**config.mk**
```make
export PLATFORM = sky130hd
export DESIGN_NAME = cordic_gain_comp
export DESIGN_NICKNAME = d
export VERILOG_FILES = /design/src/rtl/cordic_pkg.sv /design/src/rtl/cordic_gain_lane.sv /design/src/rtl/cordic_gain_comp.sv
export SDC_FILE = /design/constraint.sdc
export NUM_CORES = 1
export LEC_CHECK = 0
export ABC_CLOCK_PERIOD_IN_PS = 7300
export CAP_MARGIN = 10
export CORE_ASPECT_RATIO = 0.9
export CORE_MARGIN = 2
export CORE_UTILIZATION = 30
export DETAILED_ROUTE_END_ITERATION = 10
export HOLD_SLACK_MARGIN = 0.1
export SYNTH_ARGS = -nofsm -noshare
export SYNTH_HDL_FRONTEND = slang
export SYNTH_SLANG_ARGS = --single-unit
```
**constraint.sdc**
```tcl
create_clock -name clk -period 7.3 [get_ports clk]
set_clock_uncertainty 0.05 [all_clocks]
set_input_delay 1.46 -clock clk [delete_from_list [all_inputs] [get_ports clk]]
set_output_delay 1.46 -clock clk [all_outputs]
set_load 0.03 [all_outputs]
```
**src/rtl/cordic_pkg.sv**
```systemverilog
// Shared constants and helpers for the CORDIC datapath stages.
// Gain constant, coefficient quantiser and symmetric clipping.
package cordic_pkg;

    localparam real K_INV = 0.6072529350088813;

    // round(2^(bits-1) * K_INV), i.e. 1/K in Q1.(bits-1)
    function automatic int k_inv_q(input int bits);
        real scale;
        scale = 1.0;
        for (int i = 1; i < bits; i++) scale = scale * 2.0;
        return int'(scale * K_INV);
    endfunction

    // Clip a signed value into the range of a width-bit two's complement word.
    function automatic logic signed [63:0] sat_trunc(input logic signed [63:0] value,
                                                     input int width);
        logic signed [63:0] hi;
        logic signed [63:0] lo;
        hi = (64'sd1 <<< (width - 1)) - 64'sd1;
        lo = -hi - 64'sd1;
        if (value > hi) return hi;
        else if (value < lo) return lo;
        else return value;
    endfunction

endpackage

```
**src/rtl/cordic_gain_lane.sv**
```systemverilog
// One coordinate of the gain compensator: multiply by 1/K (stage 1),
// round half up and saturate (stage 2). Each stage loads on its enable.
module cordic_gain_lane
    import cordic_pkg::*;
#(
    parameter int width      = 16,
    parameter int coef_bits  = 18,
    parameter int k_inv_coef = 79594
) (
    input  logic                    clk,
    input  logic                    reset,
    input  logic                    en1,
    input  logic                    en2,
    input  logic signed [width:0]   d_in,
    output logic signed [width-1:0] d_out,
    output logic                    clip
);

    localparam int PW = width + coef_bits + 1;
    localparam logic signed [PW-1:0] COEF = PW'(k_inv_coef);
    localparam logic signed [PW-1:0] HALF = PW'(2 ** (coef_bits - 2));

    logic signed [PW-1:0]    prod_d, prod_q;
    logic signed [PW-1:0]    rnd;
    logic signed [63:0]      r_wide, clipped;
    logic signed [width-1:0] res_d, res_q;
    logic                    clip_d, clip_q;

    always_comb begin
        prod_d  = en1 ? PW'(d_in) * COEF : prod_q;
        rnd     = (prod_q + HALF) >>> (coef_bits - 1);
        r_wide  = 64'(rnd);
        clipped = sat_trunc(r_wide, width);
        res_d   = en2 ? clipped[width-1:0] : res_q;
        clip_d  = en2 ? (clipped != r_wide) : clip_q;
    end

    always_ff @(posedge clk) begin
        if (reset) begin
            prod_q <= '0;
            res_q  <= '0;
            clip_q <= 1'b0;
        end else begin
            prod_q <= prod_d;
            res_q  <= res_d;
            clip_q <= clip_d;
        end
    end

    assign d_out = res_q;
    assign clip  = clip_q;

endmodule

```
**src/rtl/cordic_gain_comp.sv**
```systemverilog
// Removes the CORDIC gain K from x/y with a two-stage, fully backpressured
// pipeline; z rides alongside and a saturating counter tracks clipped outputs.
module cordic_gain_comp
    import cordic_pkg::*;
#(
    parameter int width      = 16,
    parameter int coef_bits  = 18,
    parameter int k_inv_coef = 79594,
    parameter int cnt_bits   = 16
) (
    input  logic                       clk,
    input  logic                       reset,
    input  logic                       in_valid,
    output logic                       in_ready,
    input  logic signed [width:0]      x_in,
    input  logic signed [width:0]      y_in,
    input  logic signed [width-1:0]    z_in,
    output logic                       out_valid,
    input  logic                       out_ready,
    output logic signed [width-1:0]    x_out,
    output logic signed [width-1:0]    y_out,
    output logic signed [width-1:0]    z_out,
    output logic                       sat,
    output logic        [cnt_bits-1:0] sat_count,
    input  logic                       clear_count
);

    logic                    en1, en2;
    logic                    s1_valid_d, s1_valid_q;
    logic                    s2_valid_d, s2_valid_q;
    logic signed [width-1:0] z1_d, z1_q, z2_d, z2_q;
    logic [cnt_bits-1:0]     sat_count_d, sat_count_q;
    logic                    x_clip, y_clip;

    // A stage may load when it is empty or its contents move on this cycle.
    always_comb begin
        en2        = !s2_valid_q || out_ready;
        en1        = !s1_valid_q || en2;
        s1_valid_d = en1 ? in_valid : s1_valid_q;
        s2_valid_d = en2 ? s1_valid_q : s2_valid_q;
        z1_d       = en1 ? z_in : z1_q;
        z2_d       = en2 ? z1_q : z2_q;
    end

    // Clear wins over increment; the count sticks at all-ones.
    always_comb begin
        sat_count_d = sat_count_q;
        if (clear_count)
            sat_count_d = '0;
        else if (s2_valid_q && out_ready && sat && !(&sat_count_q))
            sat_count_d = sat_count_q + cnt_bits'(1);
    end

    always_ff @(posedge clk) begin
        if (reset) begin
            s1_valid_q  <= 1'b0;
            s2_valid_q  <= 1'b0;
            z1_q        <= '0;
            z2_q        <= '0;
            sat_count_q <= '0;
        end else begin
            s1_valid_q  <= s1_valid_d;
            s2_valid_q  <= s2_valid_d;
            z1_q        <= z1_d;
            z2_q        <= z2_d;
            sat_count_q <= sat_count_d;
        end
    end

    cordic_gain_lane #(.width(width), .coef_bits(coef_bits), .k_inv_coef(k_inv_coef)) u_lane_x (
        .clk(clk), .reset(reset), .en1(en1), .en2(en2),
        .d_in(x_in), .d_out(x_out), .clip(x_clip)
    );

    cordic_gain_lane #(.width(width), .coef_bits(coef_bits), .k_inv_coef(k_inv_coef)) u_lane_y (
        .clk(clk), .reset(reset), .en1(en1), .en2(en2),
        .d_in(y_in), .d_out(y_out), .clip(y_clip)
    );

    assign in_ready  = en1;
    assign out_valid = s2_valid_q;
    assign z_out     = z2_q;
    assign sat       = x_clip || y_clip;
    assign sat_count = sat_count_q;

endmodule

```
### After elaboration in Yosys (flattened, before gate mapping)

Cells that the tools add are included.

* $add $sub $neg: 3
* multiply operators: 2
* order comparisons: 4
* equality and inequality tests: 2
* multiplexer cells: 4
* reduce and logical (&&, ||, !) cells: 11

Operators by type and width (count)
* $mux 64: 4
* $ne 64x18->1: 2
* $add 35x18->35 const B: 2
* $mul 17x17->34 const B: 2
* $gt 18x16->1 const B: 2
* $lt 18x16->1 const B: 2
* $add 16x1->16 const B: 1
* $reduce_and 16->1: 1
* $logic_and 1x1->1: 3
* $logic_not 1->1: 3
* $logic_or 1x1->1: 3
* $reduce_or 2->1: 1

* register bits after elaboration: 152
* input bits: 55
* output and inout bits: 67
* logic and storage cells: 37

### Longest topological paths before layout

Gate-level depths: netlist of run 1.

* depth in word-level cells: 5
* depth in mapped cells: 21
* mapped depth without buffers: 21

### Modules after synthesis

From an unflattened synthesis of run 1, not the netlist that was laid out.

* cell total of the unflattened synthesis: 1864
* area total of the unflattened synthesis: 17226.5 um^2

By module, submodules not included
* cordic_gain_lane (u_lane_x): instances 1, cells each 809, area an instance 7603.5 um^2, seq. area each 720.7 um^2
* cordic_gain_lane (u_lane_y): instances 1, cells each 804, area an instance 7601.0 um^2, seq. area each 720.7 um^2
* cordic_gain_comp: instances 1, cells each 251, area an instance 2021.9 um^2, seq. area each 1001.0 um^2

### Least setup slack after synthesis of run 1

No wires, ideal clock.

* path type: input -> register
* from: in x_in[8]
* to: reg u_lane_x.prod_q[32]
* setup time: 0.116 ns
* data arrival time: 6.337 ns
* required time: 7.134 ns
* slack: 0.797 ns
* cell stages on the path: 19
* buffers on the path: 0
* path through: ha_1 inv_1 fa_1 fa_1 inv_1 fa_1 fa_1 inv_1 fa_1 inv_1 ha_1 a21o_1 a31o_2 a221oi_4 a211oi_2 o41ai_2 nor3b_1 nor3_1 a31o_1

* longest elaborated chain between the ends: 1

Ends and longest elaborated chain
* from (decl): RTL line cordic_gain_comp.sv:15 `input logic signed [width:0] x_in,`
* $mul 17x17->34: RTL line cordic_gain_lane.sv:30 `prod_d = en1 ? PW'(d_in) * COEF : prod_q;`
* to (signal assigned): RTL line cordic_gain_lane.sv:44 `prod_q <= prod_d;`
* to (decl): RTL line cordic_gain_lane.sv:23 `logic signed [PW-1:0] prod_d, prod_q;`

Every way passes these cells.
A chain may end at the register's enable or synchronous reset.

### Final worst setup path of run 1

* from: in x_in[7]
* to: reg u_lane_x.prod_q[33]

Same word-level chain as after synthesis.

==> results of run 1 <==
==> routing by layer <==
| layer | wire [µm] | up-vias | GRT usage |
|---|---|---|---|
| li1 | - | 6483 | - |
| met1 | 22000 | 6397 | 0.216 |
| met2 | 19200 | 230 | 0.241 |
| met3 | 1880 | 33 | 0.0289 |
| met4 | 537 | 2 | 0.0284 |
| met5 | 16 | - | 0 |
==> cells by family (layout without fill, tap and decap cells) <==
logic type               count (synthesis)  in the layout  synth area share
AO/OA/AOI/OAI                          258            258             0.103
multiplexers                             3              3           0.00173
XOR/XNOR                                79             79            0.0399
adder cells (fa/ha/maj)                530            530             0.492
AND/OR/NAND/NOR                        383            383             0.105
buffers and inverters                  530            743             0.117
flip-flops                             122            122             0.141
==> flip-flops by register name, summed over array words and instances (netlist names), 16 cells and up <==
| signal | count |
|---|---|
| z_out | 16 |
| u_lane_x.d_out | 16 |
| u_lane_y.d_out | 16 |
| u_lane_y.prod_q | 19 |
| u_lane_x.prod_q | 19 |
| sat_count | 16 |
| z1_q | 16 |
==> worst min-delay path: stages (launching register included) <==
cell,delay (ns)
dfxtp_1,0.30
nand2_1,0.05
a21oi_1,0.05
==> how the worst max path moves through the flow <==
stage / start / to / slack [ns]
final: x_in[7] / u_lane_x.prod_q[33]$_SDFFE_PP0P_ / 0.32
after global routing: x_in[7] / u_lane_x.prod_q[33]$_SDFFE_PP0P_ / 0.03
after CTS: x_in[7] / u_lane_x.prod_q[33]$_SDFFE_PP0P_ / 0.28
after detailed placement: x_in[7] / u_lane_x.prod_q[33]$_SDFFE_PP0P_ / -0.16
after global placement: x_in[5] / u_lane_x.prod_q[32]$_SDFFE_PP0P_ / -0.07
after floorplan: x_in[8] / u_lane_x.prod_q[32]$_SDFFE_PP0P_ / 0.80
==> area by class of cell <==
| class | count | area (µm²) | area share |
|---|---|---|---|
| multi-input combinational | 1253 | 12900 | 0.622 |
| sequential | 122 | 2440 | 0.118 |
| timing repair buffer | 236 | 2070 | 0.0999 |
| inverter | 475 | 1780 | 0.0860 |
| tap | 765 | 957 | 0.0462 |
| clock buffer | 20 | 447 | 0.0216 |
| clock inverter | 12 | 141 | 0.00682 |
==> Yosys cell counts (8+ instances only) <==
master	instances	area share
a21oi_1	98	0.028
o221a_1	8	0.0052
nor2b_1	8	0.0029
clkbuf_1	36	0.0078
fa_1	251	0.29
ha_1	279	0.20
a31oi_1	12	0.0043
xor2_1	47	0.024
nand3_1	27	0.0078
dfxtp_1	122	0.14
and4_1	8	0.0040
a21o_1	22	0.0095
nor3_1	22	0.0064
o221a_2	20	0.013
inv_1	474	0.10
nand4_1	22	0.0079
or3_1	8	0.0029
o21ai_0	31	0.0090
xnor2_1	32	0.016
buf_2	12	0.0035
nor2_1	75	0.016
and3_1	11	0.0040
nand2_1	159	0.034
==> repair_timing <==
item	CTS	global route
setup endpoints to repair	0	2
endpoints found under the hold margin	0	0
gates resized for setup	0	2
==> metrics by stage <==
stage               hold slack, ns  setup slack, ns
floorplan                    0.382            0.797
global placement             0.390          -0.0702
detailed placement           0.398           -0.159
CTS                          0.405            0.279
global route                 0.422           0.0328
finish                       0.403            0.315
==> run metrics, run 1 <==
initial antenna violation count=1; CTS tree=built; total number of vias=13100; I/O Buffers=121; crit path kind=in2reg; RR Startpoint=u_lane_x.prod_q[20]$_SDFFE_PP0P_; Area growth syn-to-layout=19.6%; routability cong.=0.940; critical path data required time=7.52 ns; final core occ=0.363; DPL Wire Length=37700 µm; Period minus WS final=6.98 ns; status=finished clean; CP startpoint kind=input pin; Worst R2R Setup Slack=3.70 ns; Root Driver=clkbuf_16; CP top delay family=adder cells; drt first pass iters=5; Fin. Hold Viols=0; maximum clock insertion buffer count=2; Slew headroom=0.431; Post-Layout Cell Count=2883; crit path buf inv count=6; Mapped Area=17300 µm²; die area=59700 µm²; worst-skew pair later-pin latency=0.43 ns; Avg Cell Area, Syn=9.09 µm²; post-synthesis sequential area ratio=0.141; Period Utilization, post-route=0.957; most common cell after layout, fill and taps aside=inv_1; Most used DFF post-synth=dfxtp_1; Post-synth ARST share=0; worst hold path cell count=2; vias per cell=4.56; cts bufs inserted=17; row cnt=83; fillcell total=5814; HP Start=z1_q[3]$_SDFFE_PP0P_; IO Pins=122; H-tree depth=4; largest net degree at the start of global routing=74; placed insts=2851; die height=232 µm; layout cell share with drive strength beyond 1=0.0907; postcts setup bufs=0; Critical Path End Type=flop; Net count, final=2690; reg-to-reg endpoint=u_lane_x.clip$_SDFFE_PP0P_; clk sinks=122; Max Slew Vio Count=0; synthesis-stage register bit count=122; critical path's slowest cell=clkdlybuf4s50_1; Worst Max-Slew Pin Slew=0.853 ns; hold path endpoint=z_out[3]$_SDFFE_PP0P_; clock-pin slew on the worst setup and hold paths=0.06 ns; GRT overflow=0; Die Wd=257 µm; Initial Util=0.303; Cells after Synth=1905; first-pass GRT wire length=72500 µm; GRT Overall Usage=0.152; Setup TNS=0 ns; Achievable Freq=143 MHz; Reg2Reg Depth=13; Routed Antenna Nets=0; most frequent cells in the layout=inv_1 (474), ha_1 (279), fa_1 (251); Net Count, Synth=2490; CP Max Fanout=4; Setup Viol. Count Final=0; Core ar.=57100 µm²; number of synthesized flops with an enable pin=0; unrepaired setup endpoints after global routing=no; total wire length=43700 µm; critical path depth=20; number of global-route vias before repair=13900; post-route cell area=20700 µm²; WL per Instance=15.2 µm; Area after DPL=20100 µm²; Residual DRC=0; Antenna Cells=0; min-delay worst type=reg2reg; initial DRC count=801; Critical Path, Cell by Cell=clkdlybuf4s50_1 > buf_4 > ha_1 > inv_1 > fa_1 > fa_1 > fa_1 > inv_1 > fa_1 > inv_1 > fa_1 > inv_1 > ha_1 > nand4_1 > o311a_1 > a211oi_4 > o41ai_4 > a21boi_1 > mux2i_1 > o22ai_1; Yosys warning total=0; Yosys cell types=75; slowest stage delay, CP=0.55 ns; crit path DAT=7.20 ns; crit-path most repeated cell=fa_1; Max Cap Violations=0; Hold-fix buffers, CTS=0
Power of run 1 is left out: the tool's default activity adds up to more than one toggle a clock period on the data nets, which glitch-free logic cannot reach.
==> inputs of run 2 (changes only) <==
- CORE_UTILIZATION: 30 -> 62
- PLACE_DENSITY: unset -> 0.83
- SLEW_MARGIN: unset -> 10
- SYNTH_HIERARCHICAL: unset -> 1
==> run 2 against run 1 <==
  * Fmax shrank 1.4%
  * Non-clock buffer count shrank 33
  * Die area shrank 51%
  * First-iteration DRC count shrank 25%
  * Hold slack lost 0.0017 ns
  * Utilization grew 37 points
  * Critical path type unchanged
  * Largest cell class unchanged
  * Highest routed layer is now met4
==> run metrics, run 2 <==
routability cong.=0.966 (was 0.940); final hold slack=0.401 ns (was 0.403 ns); met3 global-route usage=0.0354 (was 0.0289); row cnt=57 (was 83); GRT busiest layer=met2 (unchanged); vias per cell=5.46 (was 4.56); IO Pins=122 (unchanged); Routed Antenna Nets=0 (unchanged); layout cell share with drive strength beyond 1=0.0691 (was 0.0907); Post-synth ARST share=0 (unchanged); biggest regs=u_lane_x/prod_q x19, u_lane_y/prod_q x19 (was u_lane_x.prod_q x19, u_lane_y.prod_q x19); worst-skew pair later-pin latency=0.41 ns (was 0.43 ns); maximum clock insertion buffer count=2 (unchanged); largest net degree at the start of global routing=69 (was 74); post-synthesis compound-gate area fraction=0.0936 (was 0.103); simple logic cell fraction of the synthesized area=0.117 (was 0.105); H-tree depth=4 (unchanged); most frequent cells after synthesis=inv_1 (442), ha_1 (275), fa_1 (254) (was inv_1 (474), ha_1 (279), fa_1 (251)); synthesis-stage register bit count=122 (unchanged); Root Driver=clkbuf_16 (unchanged); Net Count, Synth=2448 (was 2490); crit path DAT=7.33 ns (was 7.20 ns); Critical Path End Type=flop (unchanged); pre-CTS WS=-0.170 ns (was -0.159 ns); CP startpoint kind=input pin (unchanged); post-synth top area share=0.295 (was 0.290); WL per Instance=16.0 µm (was 15.2 µm); number of global-route vias before repair=14100 (was 13900); fraction of synthesized area in multiplexers=0.00930 (was 0.00173); drt first pass iters=5 (unchanged); number of synthesized flops with an enable pin=0 (unchanged); final worst-path setup slack=0.218 ns (was 0.315 ns); GRT Overall Usage=0.276 (was 0.152); Mapped Area=17200 µm² (was 17300 µm²); Area growth syn-to-layout=15.3% (was 19.6%); Die Wd=180 µm (was 257 µm); total number of vias=13100 (unchanged); most frequent cells in the layout=inv_1 (442), ha_1 (275), fa_1 (254) (was inv_1 (474), ha_1 (279), fa_1 (251)); Cells after Synth=1864 (was 1905); Yosys warning total=6 (was 0); Period Utilization, post-route=0.970 (was 0.957); die area=29100 µm² (was 59700 µm²); min-delay worst type=reg2reg (unchanged); met2 Use GR=0.504 (was 0.241); initial antenna violation count=0 (was 1); Core ar.=27200 µm² (was 57100 µm²); total wire length=38500 µm (was 43700 µm); Period minus WS final=7.08 ns (was 6.98 ns); Initial Util=0.634 (was 0.303); Residual DRC=0 (unchanged); critical path data required time=7.55 ns (was 7.52 ns); Post-Synth Adder-Cell Area=0.495 (was 0.492); Achievable Freq=141 MHz (was 143 MHz); most common cell after layout, fill and taps aside=inv_1 (unchanged); largest family of logic cells by synthesized area=adder cells (unchanged); Worst Max-Slew Pin Slew=1.04 ns (was 0.853 ns); die height=162 µm (was 232 µm); unrepaired setup endpoints after global routing=no (unchanged); Most used DFF post-synth=dfxtp_1 (unchanged); Antenna Cells=0 (unchanged); Avg Cell Area, Syn=9.24 µm² (was 9.09 µm²); initial DRC count=602 (was 801); CTS tree=built (unchanged); met1 Use GR=0.338 (was 0.216); status=finished clean (unchanged); I/O Buffers=121 (unchanged); clock-pin slew on the worst setup and hold paths=0.05 ns (was 0.06 ns); Slew headroom=0.299 (was 0.431); DPL Wire Length=32300 µm (was 37700 µm); Hold-fix buffers, CTS=0 (unchanged); Yosys top cell by area=fa_1 (unchanged); CP Max Fanout=6 (was 4); Max Cap Violations=0 (unchanged); crit path kind=in2reg (unchanged); cts bufs inserted=17 (unchanged); post-synthesis sequential area ratio=0.142 (was 0.141); Net count, final=2625 (was 2690); Max Slew Vio Count=0 (unchanged); GRT overflow=0 (unchanged); Yosys cell types=88 (was 75); top-count cell post-synth=inv_1 (unchanged); XOR/XNOR Fraction of Synth Area=0.0336 (was 0.0399); top cells by area, synth=fa_1 (30%), ha_1 (20%), dfxtp_1 (14%) (was fa_1 (29%), ha_1 (20%), dfxtp_1 (14%)); Setup Viol. Count Final=0 (unchanged); Setup TNS=0 ns (unchanged); Fin. Hold Viols=0 (unchanged); first-pass GRT wire length=65800 µm (was 72500 µm); clk sinks=122 (unchanged)
-- run 2: cell types whose count changed after synthesis, moves of 12 or more --
cell / before / now
nand2b_1: 7 / 19
o221a_2: 20 / 0
nand2_1: 159 / 127
a21o_1: 22 / 9
xor2_1: 47 / 32
a21oi_1: 98 / 78
mux2i_1: 3 / 16
clkbuf_1: 36 / 16
o21a_1: 3 / 19
inv_1: 474 / 442
-- run 2: logic make-up (layout without fill, tap and decap cells) --
group                      after synthesis  after routing
AOI/OAI and AO/OA                      243            243
xor gates and xnor gates                66             66
adders and majority gates              529            529
buffers and inverters                  489            679
DFF                                    122            122
muxes                                   16             16
and+or+nand+nor                        399            399
-- run 2: per-stage QoR --
| step | instance area (µm²) | utilization | cells |
|---|---|---|---|
| floorplan | 17200 | - | 1864 |
| global placement | 19300 | 0.709 | 2375 |
| global route | 19900 | 0.731 | 2408 |
| CTS | 19800 | 0.730 | 2407 |
| finish | 19900 | 0.731 | 2408 |
| detailed placement | 19300 | 0.709 | 2375 |
-- run 2: worst paths after layout --
kind                                                  startpoint                               end  slack, ns  cells after the start
worst max-delay path                                    x_in[10]  u_lane_x/prod_q[34]$_SDFFE_PP0P_       0.22                     21
worst min-delay path                       z1_q[15]$_SDFFE_PP0P_             z1_q[15]$_SDFFE_PP0P_       0.40                      2
worst max register to register  u_lane_y/prod_q[17]$_SDFFE_PP0P_   u_lane_y/d_out[15]$_SDFFE_PP0P_       4.02                     14
worst min register to register             z1_q[15]$_SDFFE_PP0P_             z1_q[15]$_SDFFE_PP0P_       0.40                      2
-- run 2: cell type report --
type | instances | area, µm²
multi-input cells | 1253 | 12900
fillers | 1983 | 7310
flip-flops and latches | 122 | 2440
repair buffers | 203 | 1820
inverters | 444 | 1670
clock buffers | 25 | 505
well taps | 354 | 443
clock inverters | 7 | 87.6
-- run 2: what timing repair did --
item                                    in CTS  in global routing
gates resized for setup                      0                  1
endpoints found under the setup margin       0                  1
buffers inserted                             0                  1
hold endpoints to repair                     0                  0
-- run 2: critical path, stage by stage --
cell and delay (ns):
clkdlybuf4s50_1 0.58, ha_1 0.43, inv_1 0.09, fa_1 0.53
fa_1 0.51, inv_1 0.05, fa_1 0.46, fa_1 0.54
inv_1 0.05, fa_1 0.53, inv_1 0.04, ha_1 0.33
a21oi_1 0.25, o31ai_1 0.12, a31oi_1 0.26, o211ai_1 0.14
buf_4 0.17, a31oi_2 0.21, o21bai_1 0.13, and3b_1 0.19
o31a_1 0.26
-- run 2: metal layers --
metal	up-vias	share of wire
li1	6337	-
met1	6411	0.42
met2	313	0.51
met3	84	0.035
met4	0	0.033
met5	-	0
Power of run 2 is left out for the same reason.
